### src/rtl/ex_mem_stage.sv
// ex_mem_stage: buffers ALU beats in a small FIFO and hands them to the memory stage; flags taken branches.
// Latency: one cycle minimum from accepted beat to out_*; branch_taken follows the accepting edge by one cycle.
// Backpressure: in_ready drops when DEPTH entries are held (decoded from registered count only); flush empties the buffer.
// Optional build macro EX_MEM_PERF_EN adds perf_beats / perf_branches counters.
module ex_mem_stage #(
    parameter int          DATA_W = 32,
    parameter int          DEPTH  = 2,
    parameter logic [5:0]  BEQ_OP = 6'b000100,
    parameter logic [5:0]  BNE_OP = 6'b000101
) (
    input  logic                      clk,
    input  logic                      rst_n,
    input  logic                      flush,
    input  logic                      in_valid,
    output logic                      in_ready,
    input  logic [DATA_W-1:0]         ALU_result,
    input  logic                      sig_branch,
    input  logic [DATA_W-1:0]         rt_content,
    input  logic [4:0]                rd_addr,
    input  logic [5:0]                opcode,
    output logic                      out_valid,
    input  logic                      out_ready,
    output logic [DATA_W-1:0]         out_alu_result,
    output logic [DATA_W-1:0]         out_store_data,
    output logic [4:0]                out_rd_addr,
    output logic [5:0]                out_opcode,
    output logic                      out_branch,
    output logic                      branch_taken,
    output logic [$clog2(DEPTH):0]    occupancy
`ifdef EX_MEM_PERF_EN
    ,
    output logic [31:0]               perf_beats,
    output logic [31:0]               perf_branches
`endif
);

    localparam int              PW       = $clog2(DEPTH);
    localparam logic [PW:0]     FULL_CNT = (PW+1)'(DEPTH);

    typedef struct packed {
        logic [DATA_W-1:0] alu_result;
        logic [DATA_W-1:0] store_data;
        logic [4:0]        rd_addr;
        logic [5:0]        opcode;
        logic              branch;
    } beat_t;

    beat_t          mem [DEPTH];
    beat_t          wr_dat;
    beat_t          head;
    logic [PW-1:0]  wr_ptr;
    logic [PW-1:0]  rd_ptr;
    logic [PW:0]    count;
    logic           push;
    logic           pop;
    logic           is_branch;

    // Branch flag only counts for real branch opcodes; sig_branch on anything else is noise.
    assign is_branch = sig_branch & ((opcode == BEQ_OP) | (opcode == BNE_OP));

    assign wr_dat = '{alu_result: ALU_result,
                      store_data: rt_content,
                      rd_addr:    rd_addr,
                      opcode:     opcode,
                      branch:     is_branch};

    // Ready depends only on registered count (and reset), never on in_valid or out_ready.
    assign in_ready  = rst_n & (count != FULL_CNT);
    assign out_valid = (count != '0);
    assign push      = in_valid & in_ready;
    assign pop       = out_valid & out_ready;
    assign occupancy = count;

    assign head           = mem[rd_ptr];
    assign out_alu_result = head.alu_result;
    assign out_store_data = head.store_data;
    assign out_rd_addr    = head.rd_addr;
    assign out_opcode     = head.opcode;
    assign out_branch     = head.branch;

    // Entry storage and pointers; flush drops the offered beat and rewinds both pointers.
    always_ff @(posedge clk or negedge rst_n) begin
        if (!rst_n) begin
            wr_ptr <= '0;
            rd_ptr <= '0;
            for (int i = 0; i < DEPTH; i++) begin
                mem[i] <= '0;
            end
        end else if (flush) begin
            wr_ptr <= '0;
            rd_ptr <= '0;
        end else begin
            if (push) begin
                mem[wr_ptr] <= wr_dat;
                wr_ptr      <= wr_ptr + 1'b1;
            end
            if (pop) begin
                rd_ptr <= rd_ptr + 1'b1;
            end
        end
    end

    // Occupancy: simultaneous push and pop leave it unchanged.
    always_ff @(posedge clk or negedge rst_n) begin
        if (!rst_n) begin
            count <= '0;
        end else if (flush) begin
            count <= '0;
        end else begin
            case ({push, pop})
                2'b10:   count <= count + 1'b1;
                2'b01:   count <= count - 1'b1;
                default: count <= count;
            endcase
        end
    end

    // Redirect pulse: one cycle after a branch beat is actually enqueued.
    always_ff @(posedge clk or negedge rst_n) begin
        if (!rst_n) begin
            branch_taken <= 1'b0;
        end else begin
            branch_taken <= push & is_branch & ~flush;
        end
    end

`ifdef EX_MEM_PERF_EN
    // Free-running event counters; survive flush, wrap naturally at 32 bits.
    always_ff @(posedge clk or negedge rst_n) begin
        if (!rst_n) begin
            perf_beats    <= '0;
            perf_branches <= '0;
        end else begin
            if (push & ~flush) begin
                perf_beats <= perf_beats + 32'd1;
            end
            if (push & is_branch & ~flush) begin
                perf_branches <= perf_branches + 32'd1;
            end
        end
    end
`endif

endmodule

### config.mk
export PLATFORM = sky130hd
export DESIGN_NAME = ex_mem_stage
export DESIGN_NICKNAME = d
export VERILOG_FILES = /design/src/rtl/ex_mem_stage.sv
export SDC_FILE = /design/constraint.sdc
export NUM_CORES = 1
export LEC_CHECK = 0
export CAP_MARGIN = 40
export CORE_MARGIN = 2
export CORE_UTILIZATION = 50
export DETAILED_ROUTE_END_ITERATION = 12
export MAX_ROUTING_LAYER = met4
export PLACE_DENSITY = 0.83
export SYNTH_ARGS = -nofsm -noshare
export SYNTH_HDL_FRONTEND = slang
export SYNTH_SLANG_ARGS = --single-unit
### constraint.sdc
create_clock -name clk -period 2.5 [get_ports clk]
set_input_delay 0.25 -clock clk [delete_from_list [all_inputs] [get_ports clk]]
set_output_delay 0.25 -clock clk [all_outputs]
set_load 0.05 [all_outputs]
==> run metrics, run 1 <==
Hold WS 0.2824 ns; Die Wd 122.0 um; RePlAce Congestion 0.7476; slowest CP cell dlygate4sd3_1; # DRC 0; RSZ-0062 raised after global routing false; I/O pin count 162; Max VDD drop 612.2 uV; Setup WS pre-CTS 0.2449 ns; Resized Gates After CTS 0; RR Endpoint mem[104]$_DFFE_PN0P_; CP bufs+invs 3; final core utilization 66.72%; CTS tree yes; Avg Synthesized Cell Area 16.03 um^2; Post-CTS Setup Bufs 0; vias in the first global route 4,539; largest net degree at the start of global routing 137; Final Skew 0.008024 ns; clock network power share 27.3%; pwr dens 964.2 mW/mm^2; WS Path Type input pin to register; Syn Nets 515; Sw Share 33.10%; first-pass GRT wire length 23.46 mm; hold crit path type input pin to async pin; Starting Density 50.72%; CP peak stage delay 0.55 ns; Comb pwr share 33.9%; Yosys reg bits 157; post-synthesis sequential area ratio 56.46%; HPWL Detailed 9.727 mm; Synth Cell Area 0.006958 mm^2; core area 0.01372 mm^2; fin cells 786; commonest non-fill, non-tap cell in the layout mux2_2; pins over their slew limit 0; DRT Pass-1 Iters 4; final worst slack 0.2889 ns; path length in cells of the critical path 6; Worst Reg-to-Reg Cells 4; Tcrit/Tclk final 88.44%; Fillers 989; Layout area overhead 31.56%; fmax 0.4523 GHz; routed vias 4,148; static leakage 4.164 nW; Post-Layout Inst Area 0.009154 mm^2; Tightest Pin Transition 0.7024 ns; DRT antenna net count 0; drt via density 5.277; Seq pwr share 38.9%; DRT Wirelength 14.52 mm; flop2flop setup slack 0.32 ns; Final Hold Vio Count 0; antenna violations before repair 0; Synth warnings 0; placed cell count 756; clk root buf clkbuf_16; WL per Instance 18.48 um; max-cap viol count 0; final setup violating endpoints 0; Tmin final 2.211 ns; Crit path max-delay family buffers and inverters; GRT Overall Usage 21.24%; DRT iter0 DRCs 217; Critical Path RT 2.80 ns; clk_lat worst skew 0.42 ns; crit path max fanout 35; switching power 2.921 mW; crit path to mem[98]$_DFFE_PN0P_; DP Area 0.008598 mm^2; Rows 43; fin nets 677; Startpoint Class input pin; Clock Tree Buf Depth 2; Vert. Die Dim 122.0 um; die area 0.01488 mm^2; run status finished, final reports clean; Cells after Synth 434; Setup crit end kind register; Internal Power 5.904 mW; H-tree levels 4; layout cells sized above 1 56.60%; # diodes 0; Post-CTS Hold Buffers 1; worst-path cell chain dlygate4sd3_1 -> buf_6 -> nand2_1 -> or4_4 -> buf_4 -> mux2_4; normalized max-slew margin 53.17%; commonest non-fill, non-tap cells in the layout mux2_2 (188), dfrtp_1 (156), clkdlybuf4s50_1 (83); Final Total Pwr 8.826 mW; Port Buf Inserts 161; setup TNS 0 ns; critical path launch point rst_n; r2r startpoint occupancy[0]$_DFFE_PN0P_; Worst-path clk slew 0.06 ns; Synth cell types 27; WP data arrival 2.51 ns; Sink Count 157; CTS buffer count 17; total grt overflow 0
metal layers:
layer	global-route usage [%]	wire length [um]	vias to the layer above
li1	-	-	1887
met1	25.64	6132	2136
met2	34.60	7310	115
met3	6.227	952	10
met4	6.609	128	0
met5	-	0	-
how the worst min path moves through the flow:
stage,startpoint,slack (ns),cells after the start,endpoint
after detailed placement,rst_n,0.14,1,branch_taken$_DFF_PN0_
after global placement,rst_n,0.13,1,branch_taken$_DFF_PN0_
after floorplan,rst_n,-0.05,0,branch_taken$_DFF_PN0_
after global routing,rst_n,0.29,2,mem[129]$_DFFE_PN0P_
after CTS,rst_n,0.27,2,mem[129]$_DFFE_PN0P_
final,rst_n,0.28,2,mem[129]$_DFFE_PN0P_
power groups by stage:
| stage | sequential, mW | clock (mW) | combinational [mW] |
|---|---|---|---|
| floorplan | 3.36 | 0 | 2.22 |
| global placement | 3.41 | 0 | 2.93 |
| detailed placement | 3.48 | 0 | 3.00 |
| CTS | 3.44 | 2.47 | 3.02 |
| global route | 3.50 | 2.58 | 3.14 |
| finish | 3.43 | 2.41 | 2.99 |
cells in the mapped netlist:
master	n	area, um^2
buf_2	11	55.05
or2_2	1	6.260
o21ai_0	2	10.01
nand4bb_1	1	11.26
buf_1	5	18.77
nor3_1	1	5.000
nand2_1	1	3.750
buf_6	5	56.30
mux2_4	40	600.6
nand3_1	1	5.000
nor2b_1	2	12.51
nor4b_1	1	8.760
nor4b_2	1	15.01
clkbuf_1	5	18.77
xor2_1	1	8.760
nor2_1	1	3.750
a31oi_1	1	6.260
or4_1	1	7.510
mux2_2	188	2117
dfrtp_1	157	3929
a21oi_1	2	10.01
o211ai_1	1	7.510
or3_1	1	6.260
nand3b_1	1	7.510
and4b_1	1	10.01
o21bai_1	1	7.510
o2bb2a_1	1	10.01
layout make-up:
class	instances	area (um^2)	share of cell area [%]
clock buffer	21	450.4	4.921
clock inverter	8	95.09	1.039
multi-input combinational	251	2893	31.60
tap	180	225.2	2.460
timing repair buffer	169	1558	17.02
sequential	157	3933	42.96
cells by family (layout without fill, tap and decap cells):
group,Yosys count,count (layout),synth area share (%)
multiplexers,228,228,39.06
flip-flops,157,157,56.46
buffers and inverters,26,198,2.140
AND/OR/NAND/NOR,14,14,1.474
AO/OA/AOI/OAI,8,8,0.7374
XOR/XNOR,1,1,0.1259
flip-flops by register name, indices dropped and copies added, names as in the netlist:
register	count
branch_taken	1
mem	152
wr_ptr	1
rd_ptr	1
occupancy	2
Note: power is estimated with default switching activity, not from simulation.
==> inputs of run 2 (changes only) <==
--- a/config.mk
+++ b/config.mk
@@ -7,10 +7,12 @@
 export LEC_CHECK = 0
 export CAP_MARGIN = 40
 export CORE_MARGIN = 2
-export CORE_UTILIZATION = 50
+export CORE_UTILIZATION = 55
 export DETAILED_ROUTE_END_ITERATION = 12
+export DONT_BUFFER_PORTS = 1
 export MAX_ROUTING_LAYER = met4
-export PLACE_DENSITY = 0.83
+export PLACE_DENSITY = 0.73
+export SLEW_MARGIN = 5
 export SYNTH_ARGS = -nofsm -noshare
 export SYNTH_HDL_FRONTEND = slang
 export SYNTH_SLANG_ARGS = --single-unit
==> run 2 against run 1 <==
The run now ends with negative hold slack left. Setup slack improved by 0.024 ns. Die area fell by 8.8%. Maximum frequency grew 1.1%. Critical path type is now register to output pin. Critical endpoint is now out_opcode[2].
==> run metrics, run 2 (synthesized netlist as in run 1, its figures left out) <==
Clock Tree Buf Depth 2 (unchanged); normalized max-slew margin 66.29% (was 53.17%); setup TNS 0 ns (unchanged); vias in the first global route 4,246 (was 4,539); Post-CTS Hold Buffers 79 (was 1); clk root buf clkbuf_16 (unchanged); critical path launch point rd_ptr$_DFFE_PN0P_ (was rst_n); routed vias 3,892 (was 4,148); clock network power share 31.0% (was 27.3%); final worst slack 0.3125 ns (was 0.2889 ns); antenna violations before repair 0 (unchanged); Rows 41 (was 43); r2r startpoint occupancy[1]$_DFFE_PN0P_ (was occupancy[0]$_DFFE_PN0P_); run status complete, but fails checks (was finished, final reports clean); WP data arrival 1.94 ns (was 2.51 ns); Fillers 868 (was 989); Internal Power 5.696 mW (was 5.904 mW); Max VDD drop 654.0 uV (was 612.2 uV); pins over their slew limit 0 (unchanged); DP Area 0.007168 mm^2 (was 0.008598 mm^2); H-tree levels 4 (unchanged); pwr dens 1003 mW/mm^2 (was 964.2 mW/mm^2); Startpoint Class register (was input pin); # diodes 0 (unchanged); Tmin final 2.187 ns (was 2.211 ns); DRT iter0 DRCs 149 (was 217); # DRC 0 (unchanged); RePlAce Congestion 0.7262 (was 0.7476); Die Wd 116.5 um (was 122.0 um); placed cell count 592 (was 756); slowest CP cell dfrtp_4 (was dlygate4sd3_1); largest net degree at the start of global routing 162 (was 137); DRT antenna net count 0 (unchanged); fmax 0.4571 GHz (was 0.4523 GHz); Comb pwr share 29.0% (was 33.9%); GRT Overall Usage 22.05% (was 21.24%); Setup crit end kind output pin (was register); Biggest register mem (unchanged); DRT Wirelength 13.83 mm (was 14.52 mm); Post-CTS Setup Bufs 0 (unchanged); commonest non-fill, non-tap cell in the layout mux2_2 (unchanged); Tightest Pin Transition 0.5061 ns (was 0.7024 ns); clk_lat worst skew 0.42 ns (about the same); final setup violating endpoints 0 (unchanged); failing checks negative hold slack; Starting Density 55.82% (was 50.72%); Port Buf Inserts 0 (was 161); Largest register FFs 152 (unchanged); RSZ-0062 raised after global routing false (unchanged); static leakage 3.830 nW (was 4.164 nW); WL per Instance 19.67 um (was 18.48 um); Vert. Die Dim 116.5 um (was 122.0 um); crit path max fanout 29 (was 35); hold crit path type input pin to async pin (unchanged); I/O pin count 162 (unchanged); Crit path max-delay family flip-flops (was buffers and inverters); layout cells sized above 1 51.60% (was 56.60%); total grt overflow 0 (unchanged); drt via density 5.536 (was 5.277); CP bufs+invs 1 (was 3); fin nets 599 (was 677); CTS buffer count 17 (unchanged); Hold WS -0.4716 ns (was 0.2824 ns); HPWL Detailed 8.309 mm (was 9.727 mm); core area 0.01247 mm^2 (was 0.01372 mm^2); switching power 2.895 mW (was 2.921 mW); Final Skew 0.005385 ns (was 0.008024 ns); Worst-path clk slew 0.06 ns (about the same); Sink Count 157 (unchanged); Sw Share 33.70% (was 33.10%); WS Path Type register to output pin (was input pin to register); Seq pwr share 40.0% (was 38.9%); first-pass GRT wire length 21.89 mm (was 23.46 mm); Post-Layout Inst Area 0.008564 mm^2 (was 0.009154 mm^2); DRT Pass-1 Iters 4 (unchanged); CTS tree yes (unchanged); fin cells 703 (was 786); commonest non-fill, non-tap cells in the layout mux2_2 (188), dfrtp_1 (156), dlygate4sd3_1 (79) (was mux2_2 (188), dfrtp_1 (156), clkdlybuf4s50_1 (83)); max-cap viol count 0 (unchanged); Critical Path RT 2.25 ns (was 2.80 ns); Layout area overhead 23.09% (was 31.56%); Tcrit/Tclk final 87.50% (was 88.44%); Final Hold Vio Count 157 (was 0); die area 0.01357 mm^2 (was 0.01488 mm^2); worst-path cell chain buf_4 -> mux2_2 (was dlygate4sd3_1 -> buf_6 -> nand2_1 -> or4_4 -> buf_4 -> mux2_4); Resized Gates After CTS 0 (unchanged); Setup WS pre-CTS 0.5679 ns (was 0.2449 ns); CP peak stage delay 0.72 ns (was 0.55 ns)
## run 2: changes by cell type in the layout (fill, tap and decap cells not counted)
cell | previous run | this run
buf_4 | 78 | 9
dlygate4sd3_1 | 1 | 79
clkinvlp_4 | 2 | 3
clkdlybuf4s50_1 | 83 | 0
clkinv_2 | 4 | 6
clkbuf_1 | 3 | 2
buf_6 | 1 | 0
buf_12 | 6 | 3
clkbuf_8 | 1 | 0
bufinv_16 | 2 | 4
## run 2: final timing paths
kind	to	slack (ns)	depth (start not counted)
min in group clk	occupancy[0]$_DFFE_PN0P_	0.03	2
worst max register to register	mem[98]$_DFFE_PN0P_	0.57	4
worst min register to register	mem[47]$_DFFE_PN0P_	0.50	1
worst max-delay path	out_opcode[2]	0.31	2
worst min-delay path	mem[146]$_DFFE_PN0P_	-0.47	0
max in group asynchronous	rd_ptr$_DFFE_PN0P_	2.75	0
## run 2: cell type report
type | instances | area, um^2 | share of cell area [%]
Clock inverter | 13 | 172.7 | 2.016
Timing Repair Buffer | 91 | 918.4 | 10.72
Clock buffer | 19 | 432.9 | 5.055
Multi-Input combinational cell | 251 | 2893 | 33.78
Sequential cell | 157 | 3933 | 45.92
Tap cell | 172 | 215.2 | 2.513
## run 2: stage by stage
stage / total power, mW / util (%) / hold slack (ns)
final: 8.591 / 68.70 / -0.4716
after global placement: 5.764 / 57.50 / -0.04169
after detailed placement: 5.841 / 57.50 / -0.04142
after floorplan: 5.580 / - / -0.04559
after global routing: 8.942 / 68.70 / -0.4980
after CTS: 8.636 / 68.70 / -0.4961
## run 2: power by group through the flow
stage	Clock, mW	Combinational (mW)	Sequential [mW]
global placement	0	2.34	3.42
global route	2.84	2.59	3.51
CTS	2.70	2.50	3.43
detailed placement	0	2.37	3.47
finish	2.66	2.49	3.44
floorplan	0	2.22	3.36
## run 2: per-layer routing
| layer | part of all wire [%] | track usage (%) | vias up |
|---|---|---|---|
| li1 | - | - | 1725 |
| met1 | 43 | 27.24 | 2026 |
| met2 | 49 | 33.99 | 119 |
| met3 | 6.3 | 6.798 | 22 |
| met4 | 2.1 | 8.968 | 0 |
| met5 | 0 | - | - |
